==> config.mk <==
export PLATFORM = sky130hd
export DESIGN_NAME = sync_debounce_edge
export DESIGN_NICKNAME = d
export VERILOG_FILES = /design/src/rtl/sync_debounce_edge.sv
export SDC_FILE = /design/constraint.sdc
export NUM_CORES = 1
export LEC_CHECK = 0
export BUFFER_PORTS_ARGS = -buffer_cell sky130_fd_sc_hd__buf_2
export CORE_MARGIN = 3
export CORE_UTILIZATION = 35
export DETAILED_ROUTE_END_ITERATION = 8
export SLEW_MARGIN = 20
export SYNTH_ARGS = -nofsm -noshare
export SYNTH_HDL_FRONTEND = slang
export SYNTH_SLANG_ARGS = --single-unit
export TNS_END_PERCENT = 5
==> constraint.sdc <==
create_clock -name clk -period 2.4 [get_ports clk]
set_input_delay 0.12 -clock clk [delete_from_list [all_inputs] [get_ports clk]]
set_output_delay 0.12 -clock clk [all_outputs]
set_load 0.01 [all_outputs]
==> src/rtl/sync_debounce_edge.sv <==
// -----------------------------------------------------------------------------
// sync_debounce_edge
//
// Multi-channel input conditioner placed between board pins (buttons/switches)
// and core logic. Each channel goes through three stages:
//   1. an N-flop synchronizer,
//   2. a saturating debouncer that advances once per shared sample tick,
//   3. a rising-edge detector that emits a one-cycle pulse per press.
//
// Parameters
//   WIDTH           number of independent input channels
//   SYNC_STAGES     synchronizer flop depth (>= 2)
//   SAMPLE_CNT_MAX  clk cycles per debounce sample tick (>= 1)
//   PULSE_CNT_MAX   consecutive high samples needed to declare a press (>= 1)
//
// Ports
//   clk               system clock
//   rst               synchronous reset, active-high
//   async_signal      raw asynchronous inputs            [WIDTH]
//   sync_signal       last synchronizer stage            [WIDTH]
//   debounced_signal  registered debounced level         [WIDTH]
//   edge_pulse        1-cycle pulse on debounced rise    [WIDTH]
//   fall_pulse        1-cycle pulse on debounced fall    [WIDTH]
//                     (present only when SYNC_DEBOUNCE_FALL_EN is defined)
//
// Build option
//   SYNC_DEBOUNCE_FALL_EN  adds the fall_pulse output and its logic.
// -----------------------------------------------------------------------------
module sync_debounce_edge #(
  parameter int WIDTH          = 1,
  parameter int SYNC_STAGES    = 2,
  parameter int SAMPLE_CNT_MAX = 25000,
  parameter int PULSE_CNT_MAX  = 150
) (
  input  logic             clk,
  input  logic             rst,
  input  logic [WIDTH-1:0] async_signal,
  output logic [WIDTH-1:0] sync_signal,
  output logic [WIDTH-1:0] debounced_signal,
  output logic [WIDTH-1:0] edge_pulse
`ifdef SYNC_DEBOUNCE_FALL_EN
  ,
  output logic [WIDTH-1:0] fall_pulse
`endif
);

  localparam int TW = $clog2(SAMPLE_CNT_MAX + 1);
  localparam int CW = $clog2(PULSE_CNT_MAX + 1);

  localparam logic [TW-1:0] TICK_LAST = TW'(SAMPLE_CNT_MAX - 1);
  localparam logic [CW-1:0] CNT_MAX   = CW'(PULSE_CNT_MAX);

  logic [WIDTH-1:0] r_sync [SYNC_STAGES];
  logic [TW-1:0]    r_tick_cnt;
  logic             w_tick;
  logic [CW-1:0]    r_cnt      [WIDTH];
  logic [CW-1:0]    w_cnt_next [WIDTH];
  logic [WIDTH-1:0] r_deb;
  logic [WIDTH-1:0] r_prev;

  // ---------------------------------------------------------------------------
  // Synchronizer chain: stage 0 samples the pin, the last stage is sync_signal.
  // ---------------------------------------------------------------------------
  // NOTE: the chain is a small flop array, not a RAM, so it is cleared on
  // reset like any other state; this keeps all outputs at 0 right after reset.
  always_ff @(posedge clk) begin
    if (rst) begin
      for (int s = 0; s < SYNC_STAGES; s++) begin
        r_sync[s] <= '0;
      end
    end else begin
      // NOTE: non-blocking assignments make every stage take the previous
      // stage's old value, so this really is a shift by one per clock.
      r_sync[0] <= async_signal;
      for (int s = 1; s < SYNC_STAGES; s++) begin
        r_sync[s] <= r_sync[s-1];
      end
    end
  end

  // ---------------------------------------------------------------------------
  // Shared sample tick: counts 0..SAMPLE_CNT_MAX-1, tick on the last count.
  // With SAMPLE_CNT_MAX=1 the counter stays at 0 and tick is always high.
  // ---------------------------------------------------------------------------
  assign w_tick = (r_tick_cnt == TICK_LAST);

  always_ff @(posedge clk) begin
    if (rst) begin
      r_tick_cnt <= '0;
    end else if (w_tick) begin
      r_tick_cnt <= '0;
    end else begin
      r_tick_cnt <= r_tick_cnt + TW'(1);
    end
  end

  // ---------------------------------------------------------------------------
  // Per-channel saturating counters. A low synchronized input clears the
  // counter on any cycle and takes priority over the tick.
  // ---------------------------------------------------------------------------
  always_comb begin
    for (int i = 0; i < WIDTH; i++) begin
      // NOTE: default first so every path assigns w_cnt_next -- no latch.
      w_cnt_next[i] = r_cnt[i];
      if (!r_sync[SYNC_STAGES-1][i]) begin
        w_cnt_next[i] = '0;
      end else if (w_tick && (r_cnt[i] != CNT_MAX)) begin
        w_cnt_next[i] = r_cnt[i] + CW'(1);
      end
    end
  end

  // The debounced level compares the next counter value, so it falls in the
  // same edge that clears the counter (one cycle after sync_signal drops) and
  // rises in the same edge that makes the counter saturate.
  always_ff @(posedge clk) begin
    if (rst) begin
      for (int i = 0; i < WIDTH; i++) begin
        r_cnt[i] <= '0;
      end
      r_deb  <= '0;
      r_prev <= '0;
    end else begin
      for (int i = 0; i < WIDTH; i++) begin
        r_cnt[i] <= w_cnt_next[i];
        r_deb[i] <= (w_cnt_next[i] == CNT_MAX);
      end
      r_prev <= r_deb;
    end
  end

  // ---------------------------------------------------------------------------
  // Outputs. Pulses are decoded from two registers, so each is exactly one
  // cycle wide and cannot repeat on consecutive cycles.
  // ---------------------------------------------------------------------------
  assign sync_signal      = r_sync[SYNC_STAGES-1];
  assign debounced_signal = r_deb;
  assign edge_pulse       = r_deb & ~r_prev;

`ifdef SYNC_DEBOUNCE_FALL_EN
  assign fall_pulse = ~r_deb & r_prev;
`else
  // Falling-edge reporting is not built; r_prev only feeds edge_pulse.
`endif

endmodule

* Word level (Yosys, flattened, before mapping)
Memory sizes are Yosys's and may differ from the RTL's.
Cells that the tools add are included.
** Storage, ports and cells
- RAM bits :: 10
- Output and inout port bits :: 3
- Memories kept :: 2
- Flip-flop bits (word level) :: 17
** Operators by class
- Eq/ne operators :: 3
- Multiplexer cells :: 9
- Reduce and logical (&&, ||, !) cells :: 3
- $add $sub $neg :: 2
- Bitwise operators :: 4
** Memories
- r_cnt :: words 1, bits a word 8, read ports 1, clocked after memory_dff 0, write ports 1, line 56 : logic [CW-1:0] r_cnt [WIDTH];
- r_sync :: words 2, bits a word 1, read ports 2, clocked after memory_dff 0, write ports 2, line 53 : logic [WIDTH-1:0] r_sync [SYNC_STAGES];
** Operator list (count)
- 8-bit 2-to-1 mux :: 3
- 15-bit by 1-bit adder with 15-bit output (second input constant) :: 1
- 15-bit equality test (second input constant) :: 1
- 8-bit by 1-bit adder with 8-bit output (second input constant) :: 1
- 8-bit equality test (second input constant) :: 1
- 8-bit inequality test (second input constant) :: 1
- 8-bit OR reduction :: 1
- 1-bit 2-to-1 mux :: 6
- 1-bit bitwise OR :: 2
- 2-bit OR reduction :: 1
- 1-bit bitwise AND :: 1
- 1-bit logical AND :: 1
- 1-bit inverter :: 1

* Depth between registers and ports, before layout
- Depth in word-level cells :: 5
- Depth in mapped cells :: 7
- Depth with buffers taken out :: 7

* Worst setup path before layout
No wires, ideal clock.
- Path type :: reg-to-reg
- Start :: reg r_tick_cnt[12]
- End :: reg r_deb (netlist: debounced_signal)
- Arrival :: 1.902 ns
- Slack :: 0.410 ns
- Library setup time :: 0.087 ns
- Buffers on the path :: 1
- Cell stages (with the launch flop) :: 7
- Clock period less this slack :: 1.990 ns
- Path through :: dfxtp_1 > or4b_4 > nor4_4 > buf_6 > nand4_2 > a22o_1 > nor4b_2
** On the way
- Word-level cells in the longest chain between the ends :: 5
** RTL lines
- start, declared :: line 54 : logic [TW-1:0] r_tick_cnt;
- start signal, assigned :: line 93 : r_tick_cnt <= r_tick_cnt + TW'(1);
- 15-bit equality test :: line 85 : assign w_tick = (r_tick_cnt == TICK_LAST);
- 1-bit logical AND :: line 107 : end else if (w_tick && (r_cnt[i] != CNT_MAX)) begin
- 8-bit 2-to-1 mux :: line 107
- 8-bit 2-to-1 mux :: line 105 : if (!r_sync[SYNC_STAGES-1][i]) begin
- 8-bit equality test :: line 126 : r_deb[i] <= (w_cnt_next[i] == CNT_MAX);
- end signal, assigned by index :: line 126
- end, declared :: line 58 : logic [WIDTH-1:0] r_deb;
No other way between the ends.
A chain may end at the register's enable or synchronous reset.

* Worst setup path after layout
Ends and elaborated chain as after synthesis.

==> impl_results.md <==
* Worst-case reg-to-reg path depth at 6
* Post-synthesis sequential area ratio at 0.416
* Slowest CP cell: or4b_4
* DR vias at about 970
* Cell Pwr Density at between 500 and 600 nW/um^2
* Largest net degree at the start of global routing at 16
* Worst path top cell family by delay: simple AND/OR/NAND/NOR gates
* I/O pin count at 6
* Crit-path cells: or4b_4 -> nor4_4 -> buf_4 -> o21bai_1 -> a22o_1 -> nor4b_2
* Avg Cell Area, Syn at just over 9 sq um
* Final Hold Slack at just over 0.06 ns
* Count of warnings emitted by yosys at 0
* Final ANT Viol Nets at 0
* Placed cells at between 150 and 200
* Drt first pass iters at 4
* Skew final at about 0.0057 ns
* Post-CTS Hold Fix Bufs at 0
* CTS Sinks at 27
* Final hold violations at 0
* Total CTS buffers at 3
* First-pass GRT wire length at ~4100 microns
* Worst Path Class, Setup: reg -> reg
* Post-synth EDFFs at 0
* Fin crit period at ~2.1 ns
* Initial DRC count at 22
* Clock Tree Buf Depth at 2
* Post-synth ARST share at 0
* Post-Syn Nets at between 100 and 150
* Die Wd at approximately 67 microns
* Core area at 3470 sq um
* Post-CTS Setup Bufs at 0
* VDD IR max at between 0.0002 and 0.00025 V
* Tcrit/Tclk final at 0.855
* Fin Setup TNS at 0 ns
* Dpl cell area at 1360 sq um
* CP Data Arrival Time at roughly 2.2 ns
* Pleak at 0.498 nW
* Share of the synthesized area in the top cell type at 0.416
* Routed vias/inst at between 5 and 6
* Pins Over Slew Limit at 0
* Total track usage at 0.115
* Slowest stage delay, CP at between 0.5 and 0.6 ns
* H-tree Lvls at 1
* Max FO, Critical Path at 15
* Hold endpoint: r_tick_cnt[2]
* WL/cell at 11.5 microns
* Post-CTS sizing at 0
* WL final at approximately 2200 microns
* Die footprint at 4480 sq um
* Ant. Diodes at 0
* Actual slew at the worst max-slew pin at between 0.3 and 0.4 ns
* Antenna violations before repair at 0
* Crit start category: flop
* Clock transition at path regs at 0.09 ns
* Commonest non-fill, non-tap cell in the layout: dfxtp_1
* RSZ-0062 raised after global routing: no
* Port bufs at 5
* Drt drc at 0
* Root buffer cell: clkbuf_8
* Final core area utilization at 0.405
* Total congestion overflow at 0
* Hold crit path type: in -> reg
* Largest family of logic cells by synthesized area: simple AND/OR/NAND/NOR gates
* Commonest non-fill, non-tap cells in the layout: dfxtp_1 (27), nor2_1 (25), xor2_1 (12)
* Reg2Reg Capture Point: debounced_signal
* Area grow syn2layout at 8.08%
* Synth Area in Simple Gates at 0.328
* WP buf/inv at 1
* Mapped cell area at 1300 sq um
* Status: finished, final reports clean
* Clock Latency Late Sink at ~0.27 ns
* DP Worst Slack at between 0.3 and 0.4 ns
* Finished Cell Area at 1410 sq um
* Setup violations, final at 0
* Multiplexer share of the synthesized area at 0.00866
* Initial core utilization at 0.375
* Area contributors post-synth: dfxtp_1 (42%), xor2_1 (8.1%), nor2_1 (7.2%)
* Synthesized instance count at 143
* Pwr Total at roughly 720 uW
* HPWL after detailed placement at between 1500 and 2000 microns
* Worst reg2reg path startpoint: r_tick_cnt[12]
* Ys flop type: dfxtp_1
* #FFs+latches synth at 27
* Leading area contributor after synthesis: dfxtp_1
* Adder-Cell Fraction of Synth Area at 0.0289
* Vias in the first global route at 950
* Crit. End Element: flop
* Share of cells above drive strength 1 at 0.136
* TritonCTS clock tree: yes
* Synth Area in Compound Gates at 0.0587
* Worst path required time at about 2.6 ns
* Nets at between 150 and 200
* Die H at 66.9 microns
* Worst setup margin at between 0.3 and 0.4 ns
* Max frequency at a little under 500 MHz
* Count of non-filler cells in the finished layout at ~190
* Synth cell types at 39
* GPL Wtd Cong at around 0.80
* Worst relative slew slack at 0.755
* Worst R2R Setup Slack at around 0.35 ns
* Worst hold path stage count at 2
* Post-synthesis xor/xnor area fraction at 0.121
* Rows at 21
* Max-Cap Viols at 0
* Min-delay src: rst
==> registers in the layout (all words and copies together) (netlist names) <==
name,cells
debounced_signal,1
r_cnt,8
r_prev,1
r_sync,2
r_tick_cnt,15
==> kinds of logic after synthesis <==
group | Yosys count
adders and majority gates | 3
xor gates and xnor gates | 18
AOI/OAI and AO/OA | 11
muxes | 1
and+or+nand+nor | 72
buffers and inverters | 11
DFF | 27
==> final cells by class <==
| class | instances | area (sq um) |
|---|---|---|
| Multi-Input combinational cell | 105 | 709 |
| Timing Repair Buffer | 6 | 32.5 |
| Clock buffer | 3 | 41.3 |
| Clock inverter | 1 | 5.00 |
| Fill cell | 363 | 2060 |
| Sequential cell | 27 | 541 |
| Tap cell | 46 | 57.6 |
| Inverter | 5 | 18.8 |
==> routing by layer <==
layer | wire length (microns) | vias to the layer above | GRT usage | part of all wire
met3 | 95 | 2 | 0.0202 | 0.043
met1 | 1090 | 453 | 0.153 | 0.49
met4 | 13 | 0 | 0.0304 | 0.0059
met2 | 1020 | 19 | 0.191 | 0.46
met5 | 0 | - | 0 | 0
li1 | - | 499 | - | -
==> how the worst max path moves through the flow <==
stage              startpoint                to  slack, ns  cells past startpoint
6_report       r_tick_cnt[12]  debounced_signal       0.35                      6
5_1_grt        r_tick_cnt[12]  debounced_signal       0.26                      6
4_1_cts        r_tick_cnt[12]  debounced_signal       0.34                      6
3_5_place_dp   r_tick_cnt[12]  debounced_signal       0.37                      6
3_3_place_gp   r_tick_cnt[12]  debounced_signal       0.42                      6
2_1_floorplan  r_tick_cnt[12]  debounced_signal       0.41                      6
==> where the power goes <==
part | switching, mW | internal [mW] | total [mW]
combinational | 0.0103 | 0.00742 | 0.0177
clock | 0.132 | 0.116 | 0.248
sequential | 0.00514 | 0.453 | 0.459
total | 0.148 | 0.577 | 0.724
==> cells in the mapped netlist, types with 2 or more instances <==
library cell / number
xor2_1: 12
and4_1: 3
dfxtp_1: 27
nor2b_1: 5
inv_1: 5
nor3_1: 2
nand3_1: 7
a21oi_1: 2
and3_1: 2
nand4_1: 7
nand2_1: 9
xnor2_1: 6
ha_1: 3
o21ai_0: 2
clkbuf_1: 3
nor2_1: 25
Power figures use the tool's default switching activity.
